$ cat config.mk
export PLATFORM = sky130hd
export DESIGN_NAME = clk_div_monitor_flat
export DESIGN_NICKNAME = d
export VERILOG_FILES = /design/src/rtl/hfswr_clk_pkg.sv /design/src/rtl/clk_div_monitor_if.sv /design/src/rtl/sync_edge_det.sv /design/src/rtl/clk_div_monitor.sv /design/src/flat_wrapper.sv
export SDC_FILE = /design/constraint.sdc
export NUM_CORES = 1
export LEC_CHECK = 0
export ABC_CLOCK_PERIOD_IN_PS = 2700
export BUFFER_PORTS_ARGS = -buffer_cell sky130_fd_sc_hd__buf_2
export CAP_MARGIN = 25
export CORE_AREA = 2 2 51 89
export CTS_BUF_LIST = sky130_fd_sc_hd__clkbuf_8
export CTS_CLUSTER_SIZE = 40
export DETAILED_ROUTE_END_ITERATION = 12
export DIE_AREA = 0 0 53 91
export GPL_TIMING_DRIVEN = 0
export PLACE_DENSITY = 0.78
export SYNTH_ARGS = -nofsm -noshare
export SYNTH_HDL_FRONTEND = slang
export SYNTH_SLANG_ARGS = --single-unit
$ cat constraint.sdc
create_clock -name clk -period 2.7 [get_ports clk]
set_input_delay 0.135 -clock clk [delete_from_list [all_inputs] [get_ports clk]]
set_output_delay 0.135 -clock clk [all_outputs]
set_load 0.005 [all_outputs]
$ cat src/rtl/hfswr_clk_pkg.sv
// Shared definitions for the divided-clock timing chain.
//   mon_state_t : state encoding of the clk_div_monitor FSM
//   DIV_HALF    : divider half-period in system clocks (toggle interval)
//   DIV_PERIOD  : full divided-clock period in system clocks
package hfswr_clk_pkg;

   typedef enum logic {
      ACQUIRE = 1'b0,   // waiting for an edge to re-arm the period counter
      TRACK   = 1'b1    // counting cycles between edges
   } mon_state_t;

   localparam int DIV_HALF   = 18433;
   localparam int DIV_PERIOD = 2 * DIV_HALF;

endpackage

$ cat src/rtl/clk_div_monitor_if.sv
// Status bundle of the divided-clock monitor.
//   clk_in       : divided clock under test (asynchronous to the system clock)
//   edge_pulse   : one-cycle pulse per detected rising edge of clk_in
//   period       : last measured period, held
//   period_valid : one-cycle strobe when period updates
//   in_range     : last period within tolerance, held
//   lock         : run of consecutive in-range periods seen
//   lost         : no edge for the timeout interval
// master : the monitor (consumes clk_in, drives status)
// slave  : the surrounding system (drives clk_in, consumes status)
//
// Handshake: there is no back-pressure. period_valid is a one-cycle strobe,
// coincident with edge_pulse; period and in_range are valid from that cycle
// and held until the next strobe. lock and lost are level flags.
interface clk_div_monitor_if #(
   parameter int CNT_W = 17
);
   logic             clk_in;
   logic             edge_pulse;
   logic [CNT_W-1:0] period;
   logic             period_valid;
   logic             in_range;
   logic             lock;
   logic             lost;

   modport master (
      input  clk_in,
      output edge_pulse, period, period_valid, in_range, lock, lost
   );

   modport slave (
      output clk_in,
      input  edge_pulse, period, period_valid, in_range, lock, lost
   );
endinterface

$ cat src/rtl/sync_edge_det.sv
// Two-flop synchroniser plus rising-edge detector for an asynchronous input.
//   clk     : system clock
//   rst     : asynchronous active-high reset
//   async_i : asynchronous input level
//   rise_o  : combinational rise indication (s2 & ~s3), for logic that must
//             act in the same cycle the registered pulse appears
//   pulse_o : registered one-cycle pulse per rising edge of async_i
// Latency: async_i first sampled high at edge N -> pulse_o high after edge N+2.
module sync_edge_det (
   input  logic clk,
   input  logic rst,
   input  logic async_i,
   output logic rise_o,
   output logic pulse_o
);

   logic s1_q;
   logic s2_q;
   logic s3_q;
   logic pulse_q;

   always_ff @(posedge clk or posedge rst) begin
      if (rst) begin
         s1_q    <= 1'b0;
         s2_q    <= 1'b0;
         s3_q    <= 1'b0;
         pulse_q <= 1'b0;
      end else begin
         s1_q    <= async_i;
         s2_q    <= s1_q;
         s3_q    <= s2_q;
         pulse_q <= rise_o;
      end
   end

   assign rise_o  = s2_q & ~s3_q;
   assign pulse_o = pulse_q;

endmodule

$ cat src/rtl/clk_div_monitor.sv
// Divided-clock monitor: resynchronises clk_in, measures the period between
// rising edges in system clocks, range-checks it, tracks lock and flags loss.
//   clk     : system clock
//   rst     : asynchronous active-high reset
//   mon     : status bundle (clk_in in, measurement/health flags out)
//   state_o : current FSM state, for observation
// All status outputs are registered and update in the cycle edge_pulse is high.
module clk_div_monitor
   import hfswr_clk_pkg::*;
#(
   parameter int EXP_PERIOD = DIV_PERIOD,
   parameter int TOL        = 64,
   parameter int LOCK_N     = 4,
   parameter int TIMEOUT    = 2 * DIV_PERIOD,
   parameter int CNT_W      = 17
) (
   input  logic                clk,
   input  logic                rst,
   clk_div_monitor_if.master   mon,
   output mon_state_t          state_o
);

   localparam int LCW = $clog2(LOCK_N + 1);

   localparam logic [CNT_W-1:0] LO_LIM    = CNT_W'(EXP_PERIOD - TOL);
   localparam logic [CNT_W-1:0] HI_LIM    = CNT_W'(EXP_PERIOD + TOL);
   localparam logic [CNT_W-1:0] TIMEOUT_C = CNT_W'(TIMEOUT);
   localparam logic [LCW-1:0]   LOCK_C    = LCW'(LOCK_N);

   logic rise;
   logic pulse;

   sync_edge_det u_sync (
      .clk     (clk),
      .rst     (rst),
      .async_i (mon.clk_in),
      .rise_o  (rise),
      .pulse_o (pulse)
   );

   mon_state_t       state_q,    state_d;
   logic [CNT_W-1:0] cnt_q,      cnt_d;
   logic [CNT_W-1:0] period_q,   period_d;
   logic             valid_q,    valid_d;
   logic             in_range_q, in_range_d;
   logic             lock_q,     lock_d;
   logic             lost_q,     lost_d;
   logic [LCW-1:0]   lock_cnt_q, lock_cnt_d;

   // cnt_q counts cycles since the last edge minus one, so cnt+1 is the
   // period if an edge is seen now.
   logic [CNT_W-1:0] cnt_inc;
   logic             meas_ok;

   assign cnt_inc = cnt_q + 1'b1;
   assign meas_ok = (cnt_inc >= LO_LIM) && (cnt_inc <= HI_LIM);

   always_ff @(posedge clk or posedge rst) begin
      if (rst) begin
         state_q    <= ACQUIRE;
         cnt_q      <= '0;
         period_q   <= '0;
         valid_q    <= 1'b0;
         in_range_q <= 1'b0;
         lock_q     <= 1'b0;
         lost_q     <= 1'b0;
         lock_cnt_q <= '0;
      end else begin
         state_q    <= state_d;
         cnt_q      <= cnt_d;
         period_q   <= period_d;
         valid_q    <= valid_d;
         in_range_q <= in_range_d;
         lock_q     <= lock_d;
         lost_q     <= lost_d;
         lock_cnt_q <= lock_cnt_d;
      end
   end

   always_comb begin
      state_d    = state_q;
      cnt_d      = cnt_q;
      period_d   = period_q;
      valid_d    = 1'b0;
      in_range_d = in_range_q;
      lock_d     = lock_q;
      lost_d     = lost_q;
      lock_cnt_d = lock_cnt_q;

      case (state_q)
         ACQUIRE: begin
            cnt_d = '0;
            // First edge only re-arms the counter; nothing to measure yet.
            if (rise) begin
               state_d = TRACK;
               lost_d  = 1'b0;
            end
         end

         TRACK: begin
            cnt_d = cnt_inc;
            // An edge coincident with the timeout is a real (long) period.
            if (rise) begin
               cnt_d      = '0;
               period_d   = cnt_inc;
               valid_d    = 1'b1;
               in_range_d = meas_ok;
               if (meas_ok) begin
                  if (lock_cnt_q != LOCK_C) begin
                     lock_cnt_d = lock_cnt_q + 1'b1;
                  end
                  lock_d = (lock_cnt_d == LOCK_C);
               end else begin
                  lock_cnt_d = '0;
                  lock_d     = 1'b0;
               end
            end else if (cnt_inc == TIMEOUT_C) begin
               state_d    = ACQUIRE;
               cnt_d      = '0;
               lost_d     = 1'b1;
               lock_d     = 1'b0;
               lock_cnt_d = '0;
            end
         end

         default: state_d = ACQUIRE;
      endcase
   end

   assign mon.edge_pulse   = pulse;
   assign mon.period       = period_q;
   assign mon.period_valid = valid_q;
   assign mon.in_range     = in_range_q;
   assign mon.lock         = lock_q;
   assign mon.lost         = lost_q;
   assign state_o          = state_q;

endmodule

$ cat src/flat_wrapper.sv
// flat-port wrapper written by rule: the top's interface ports become plain ports
module clk_div_monitor_flat import hfswr_clk_pkg::*;
#(
   parameter int EXP_PERIOD = DIV_PERIOD,
   parameter int TOL        = 64,
   parameter int LOCK_N     = 4,
   parameter int TIMEOUT    = 2 * DIV_PERIOD,
   parameter int CNT_W      = 17
)
  (clk, rst, state_o, mon_clk_in, mon_edge_pulse, mon_period, mon_period_valid, mon_in_range, mon_lock, mon_lost);
  clk_div_monitor_if #(.CNT_W(CNT_W)) mon_i ();
  input  logic clk;
  input  logic rst;
  output mon_state_t state_o;
  input wire logic [$bits(mon_i.clk_in)-1:0] mon_clk_in;
  output wire logic [$bits(mon_i.edge_pulse)-1:0] mon_edge_pulse;
  output wire logic [$bits(mon_i.period)-1:0] mon_period;
  output wire logic [$bits(mon_i.period_valid)-1:0] mon_period_valid;
  output wire logic [$bits(mon_i.in_range)-1:0] mon_in_range;
  output wire logic [$bits(mon_i.lock)-1:0] mon_lock;
  output wire logic [$bits(mon_i.lost)-1:0] mon_lost;
  assign mon_i.clk_in = mon_clk_in;
  assign mon_edge_pulse = mon_i.edge_pulse;
  assign mon_period = mon_i.period;
  assign mon_period_valid = mon_i.period_valid;
  assign mon_in_range = mon_i.in_range;
  assign mon_lock = mon_i.lock;
  assign mon_lost = mon_i.lost;
  clk_div_monitor #(.EXP_PERIOD(EXP_PERIOD), .TOL(TOL), .LOCK_N(LOCK_N), .TIMEOUT(TIMEOUT), .CNT_W(CNT_W)) u_core (.clk(clk), .rst(rst), .mon(mon_i), .state_o(state_o));
endmodule
=== Word level (Yosys, flattened, before mapping) ===
Cells that the tools add are included.

* Bits in registers: 46
* Logic and storage cells: 52

* $add $sub $neg: 2
* $lt $le $gt $ge: 2
* Eq/ne operators: 6
* Mux-type cells: 22
* Bitwise gates (word level): 3
* Reductions and logical operators: 5

{| class="wikitable"
|+ Operator list
! cell !! count
|-
| $mux W17 || 2
|-
| $pmux W17 S2 || 1
|-
| $mux W3 || 7
|-
| $add A17 B1 Y17 const B || 1
|-
| $eq A17 B17 Y1 const B || 1
|-
| $ge A17 B16 Y1 const B || 1
|-
| $le A17 B16 Y1 const B || 1
|-
| $mux W1 || 10
|-
| $ne A2 B2 Y1 const B || 3
|-
| $pmux W1 S2 || 2
|-
| $reduce_and A2 Y1 || 2
|-
| $add A3 B1 Y3 const B || 1
|-
| $eq A3 B3 Y1 const B || 1
|-
| $ne A3 B3 Y1 const B || 1
|-
| $reduce_and A3 Y1 || 1
|-
| $not A1 Y1 || 2
|-
| $reduce_bool A2 Y1 || 1
|-
| $and A1 B1 Y1 || 1
|-
| $logic_and A1 B1 Y1 || 1
|}

=== Logic depth before layout (Yosys ltp) ===
* Depth after elaboration: 9
* Depth in mapped cells: 11

=== Cells and area by module ===
Synthesis repeated with hierarchy kept, for this count alone.

* Cell total of the unflattened synthesis: 245
* Area total of the unflattened synthesis: 2404.8 um^2

{| class="wikitable"
|+ By module, submodules not included
! module !! times used !! cells each !! area an instance (um^2)
|-
| clk_div_monitor || 1 || 239 || 2287.2
|-
| sync_edge_det || 1 || 6 || 117.6
|}

=== Worst setup path after synthesis ===
Ideal clock, no wire load.

* Path type: reg-to-reg
* Start: register u_core.cnt_q[0]
* End: register u_core.lock_cnt_q[2]
* Library setup time: 119 ps
* Arrival: 2356 ps
* Data required time: 2581 ps
* Path slack: 225 ps
* Stages on the path, launching flop included: 10
* Buffers on the path: 1
* Cell sequence: dfrtp_1 ha_1 and3_1 buf_2 nand4_1 xor2_4 nand4_1 o41a_1 a41o_1 o21a_1

* Cells in the longest elaborated chain, start to end: 5

{| class="wikitable"
|+ Ends and longest elaborated chain
! what !! line !! RTL
|-
| start, declared || clk_div_monitor.sv:42 || <nowiki>logic [CNT_W-1:0] cnt_q, cnt_d;</nowiki>
|-
| start signal, assigned || clk_div_monitor.sv:70 || <nowiki>cnt_q <= cnt_d;</nowiki>
|-
| $add A17 B1 Y17 (*) || clk_div_monitor.sv:55 || <nowiki>assign cnt_inc = cnt_q + 1'b1;</nowiki>
|-
| $ge A17 B16 Y1 / $le A17 B16 Y1 (equally long branches) || clk_div_monitor.sv:56 || <nowiki>assign meas_ok = (cnt_inc >= LO_LIM) && (cnt_inc <= HI_LIM);</nowiki>
|-
| $logic_and A1 B1 Y1 || clk_div_monitor.sv:56 ||
|-
| $mux W3 || clk_div_monitor.sv:108 || <nowiki>if (meas_ok) begin</nowiki>
|-
| $mux W3 || clk_div_monitor.sv:103 || <nowiki>if (rise) begin</nowiki>
|-
| end signal, assigned || clk_div_monitor.sv:76 || <nowiki>lock_cnt_q <= lock_cnt_d;</nowiki>
|-
| end, declared || clk_div_monitor.sv:48 || <nowiki>logic [LCW-1:0] lock_cnt_q, lock_cnt_d;</nowiki>
|}

Mark *: on every way between the ends. The rest lies on a longest branch, timed or not.
A chain may end at the register's enable or synchronous reset.

=== Final worst setup path ===
* Start: register u_core.cnt_q[4]
* End: register u_core.lock_cnt_q[2]

Same word-level chain as after synthesis.

==> impl_metrics.env <==
export IMPL_syn_to_final_growth_pct=17.3
export IMPL_post_route_fraction_of_the_period_consumed_by_the_critical_path_pct=95.0
export IMPL_final_nets=301
export IMPL_startpoint_type="flip-flop"
export IMPL_gr_total_overflow=0
export IMPL_vdd_ir_drop_worst_v=0.000423
export IMPL_synth_cells_most_frequent="sky130_fd_sc_hd__dfrtp_1 (46), sky130_fd_sc_hd__nand2_1 (29), sky130_fd_sc_hd__nor2_1 (25)"
export IMPL_antenna_diode_count=0
export IMPL_antenna_violating_nets_post_route=0
export IMPL_die_area_um2=4820
export IMPL_final_layout_size_suffix_gt1_share_pct=24.1
export IMPL_synth_top_area_share_pct=47.8
export IMPL_maxSlewViolCount=0
export IMPL_initial_utilization_pct=59.1
export IMPL_grtUsageTotal_pct=25.5
export IMPL_report_final_hold_viol_count=0
export IMPL_total_standard_cell_area_after_synthesis_um2=2410
export IMPL_critical_path_arrival_ns=2.77
export IMPL_max_slew_margin_rel_pct=68.4
export IMPL_setup_violations_final=0
export IMPL_synth_sequential_area_ratio_pct=47.8
export IMPL_dp_final_hpwl_mm=3.91
export IMPL_max_freq_mhz=390
export IMPL_tmin_final_ns=2.57
export IMPL_synth_flop_type="sky130_fd_sc_hd__dfrtp_1"
export IMPL_final_setup_tns_ns=0
export IMPL_synth_net_count=259
export IMPL_grt_pass1_vias=1943
export IMPL_finalWeightedCongestion=0.857
export IMPL_drc_errors=0
export IMPL_clk_root_buffer_cell="sky130_fd_sc_hd__clkbuf_8"
export IMPL_criticalPathCategory="flip-flop to flip-flop"
export IMPL_synthMostInstantiatedCell="sky130_fd_sc_hd__dfrtp_1"
export IMPL_synth_area_leaders="sky130_fd_sc_hd__dfrtp_1 (48%), sky130_fd_sc_hd__o21ai_0 (4.8%), sky130_fd_sc_hd__nand2_1 (4.5%)"
export IMPL_synth_seq_cells=46
export IMPL_synth_avg_cell_area_um2=9.59
export IMPL_run_status="complete, no violations"
export IMPL_placement_io_buffers=25
export IMPL_cts_sink_count=46
export IMPL_power_leakage_nw=1.30
export IMPL_insertion_delay_to_the_later_sink_of_the_worst_skew_pair_ns=0.31
export IMPL_clock_skew_ns=0.00645
export IMPL_postRouteWirelength_mm=5.47
export IMPL_cts_buffer_depth=2
export IMPL_avgViaCountPerCell=5.78
export IMPL_worst_pin_slew_ns=0.474
export IMPL_rows=31
export IMPL_clk_transition_reported_paths_ns=0.09
export IMPL_dr_pass1_iters=4
export IMPL_fp_dieH_um=91
export IMPL_cellPowerDensity_nw_per_um2=543
export IMPL_post_route_utilization_pct=69.3
export IMPL_cts_buffers=5
export IMPL_min_path_type="input port to asynchronous set/reset pin"
export IMPL_placeable_core_area_um2=4070
export IMPL_postSynth_asyncResetShare_pct=100
export IMPL_synth_edff_count=0
export IMPL_floorplan_die_width_um=53
export IMPL_netlist_instances=251
export IMPL_fill_cells=354
export IMPL_synth_distinct_cells=54
export IMPL_cap_violations=0
export IMPL_synthesis_yosys_warnings=0
export IMPL_cts_htree_levels=2
export IMPL_synth_largest_area_cell="sky130_fd_sc_hd__dfrtp_1"
export IMPL_initial_antenna_violation_count=0
export IMPL_final_hold_worst_slack_ns=0.206
export IMPL_vias_after_detailed_routing=1983
export IMPL_routedWlPerCell_um=15.9
export IMPL_cp_required_ns=2.90
export IMPL_critPathCaptureType="flip-flop"
export IMPL_tritoncts="yes"
export IMPL_global_route_wire_length_before_repair_mm=9.07
export IMPL_grt_max_degree=46
export IMPL_drt_iter0_markers=65
export IMPL_crit_path_max_fanout=8
export IMPL_io_pins=26
==> repair_timing <==
item / in CTS / in global routing
endpoints found under the hold margin: 47 / 0
pin swaps: 2 / 4
buffers inserted: 3 / 4
gates cloned: 0 / 0
hold buffers: 2 / 0
setup endpoints to repair: 20 / 14
gates resized for setup: 4 / 4
==> layer usage <==
layer	track usage, %	vias up	wire (um)
met4	11.3	0	157
met3	3.45	14	158
met5	0	-	0
li1	-	961	-
met1	29.0	963	1970
met2	45.1	45	3190
==> report_power, final <==
| part | internal (mW) | switching, mW |
|---|---|---|
| Clock | 0.187 | 0.252 |
| Sequential | 0.742 | 0.0378 |
| Combinational | 0.135 | 0.177 |
==> final timing paths <==
check	depth (start not counted)	slack, ns	start	to
worst max-delay path	9	0.13	u_core.cnt_q[4]	u_core.lock_cnt_q[2]
worst max register to register	9	0.13	u_core.cnt_q[4]	u_core.lock_cnt_q[2]
min in group clk	0	0.37	u_core.u_sync.s1_q	u_core.u_sync.s2_q
worst min-delay path	3	0.21	rst	u_core.u_sync.pulse_o
max in group asynchronous	4	2.06	rst	u_core.cnt_q[0]
worst min register to register	0	0.37	u_core.u_sync.s1_q	u_core.u_sync.s2_q
==> registers in the layout (all words and copies together) (netlist names) <==
register,cells
u_core.cnt_q,17
u_core.lock_cnt_q,3
u_core.mon.in_range,1
u_core.mon.lock,1
u_core.mon.lost,1
u_core.mon.period,17
u_core.mon.period_valid,1
u_core.state_o,1
u_core.u_sync.pulse_o,1
u_core.u_sync.s1_q,1
u_core.u_sync.s2_q,1
u_core.u_sync.s3_q,1
==> per-stage QoR <==
stage	worst slack, ns	instance area [um2]	std cells	total power, mW
detailed placement	-0.231	2610	326	1.08
finish	0.135	2820	343	1.53
global placement	-0.231	2590	325	1.06
global route	-0.00215	2820	343	1.61
floorplan	0.225	2410	251	0.992
CTS	0.00630	2760	339	1.52
==> critical path: stages (launching register included) <==
cell and delay, ns:
sky130_fd_sc_hd__dfrtp_1 0.33, sky130_fd_sc_hd__buf_2 0.18, sky130_fd_sc_hd__and3_1 0.17, sky130_fd_sc_hd__clkbuf_1 0.31, sky130_fd_sc_hd__nand4_1 0.27, sky130_fd_sc_hd__xor2_4 0.25, sky130_fd_sc_hd__nand4_1 0.14, sky130_fd_sc_hd__o41a_1 0.48
sky130_fd_sc_hd__a41o_1 0.24, sky130_fd_sc_hd__o21a_1 0.09
==> layout by cell type, fill, tap and decap left out, types with 5 or more instances in the layout <==
master / netlist / routed
sky130_fd_sc_hd__dfrtp_1: 46 / 44
sky130_fd_sc_hd__buf_2: 8 / 33
sky130_fd_sc_hd__nand2_1: 29 / 29
sky130_fd_sc_hd__nor2_1: 25 / 25
sky130_fd_sc_hd__o21ai_0: 23 / 23
sky130_fd_sc_hd__nand3_1: 10 / 10
sky130_fd_sc_hd__xnor2_1: 10 / 9
sky130_fd_sc_hd__inv_1: 9 / 8
sky130_fd_sc_hd__buf_4: 1 / 8
sky130_fd_sc_hd__nor3_1: 10 / 8
sky130_fd_sc_hd__nand4_1: 7 / 7
sky130_fd_sc_hd__clkbuf_1: 5 / 5
sky130_fd_sc_hd__and3_1: 5 / 5
sky130_fd_sc_hd__clkbuf_8: 0 / 5
==> final cells by class <==
| type | count | area (um2) | share of cell area, % |
|---|---|---|---|
| repair buffers | 35 | 218 | 7.72 |
| clock buffers | 5 | 68.8 | 2.44 |
| plain buffers | 16 | 82.6 | 2.93 |
| multi-input cells | 180 | 1180 | 41.8 |
| flip-flops and latches | 46 | 1150 | 40.9 |
| well taps | 49 | 61.3 | 2.17 |
| inverters | 9 | 33.8 | 1.20 |
| clock inverters | 3 | 25.0 | 0.887 |
==> logic make-up (layout without fill, tap and decap cells) <==
logic type,Yosys count,after routing,share of synthesized area (%)
xor gates and xnor gates,16,16,6.60
buffers and inverters,25,68,4.84
AOI/OAI and AO/OA,50,50,14.4
DFF,46,46,47.8
and+or+nand+nor,109,109,23.8
adders and majority gates,5,5,2.60
(Power assumes the default switching activity.)
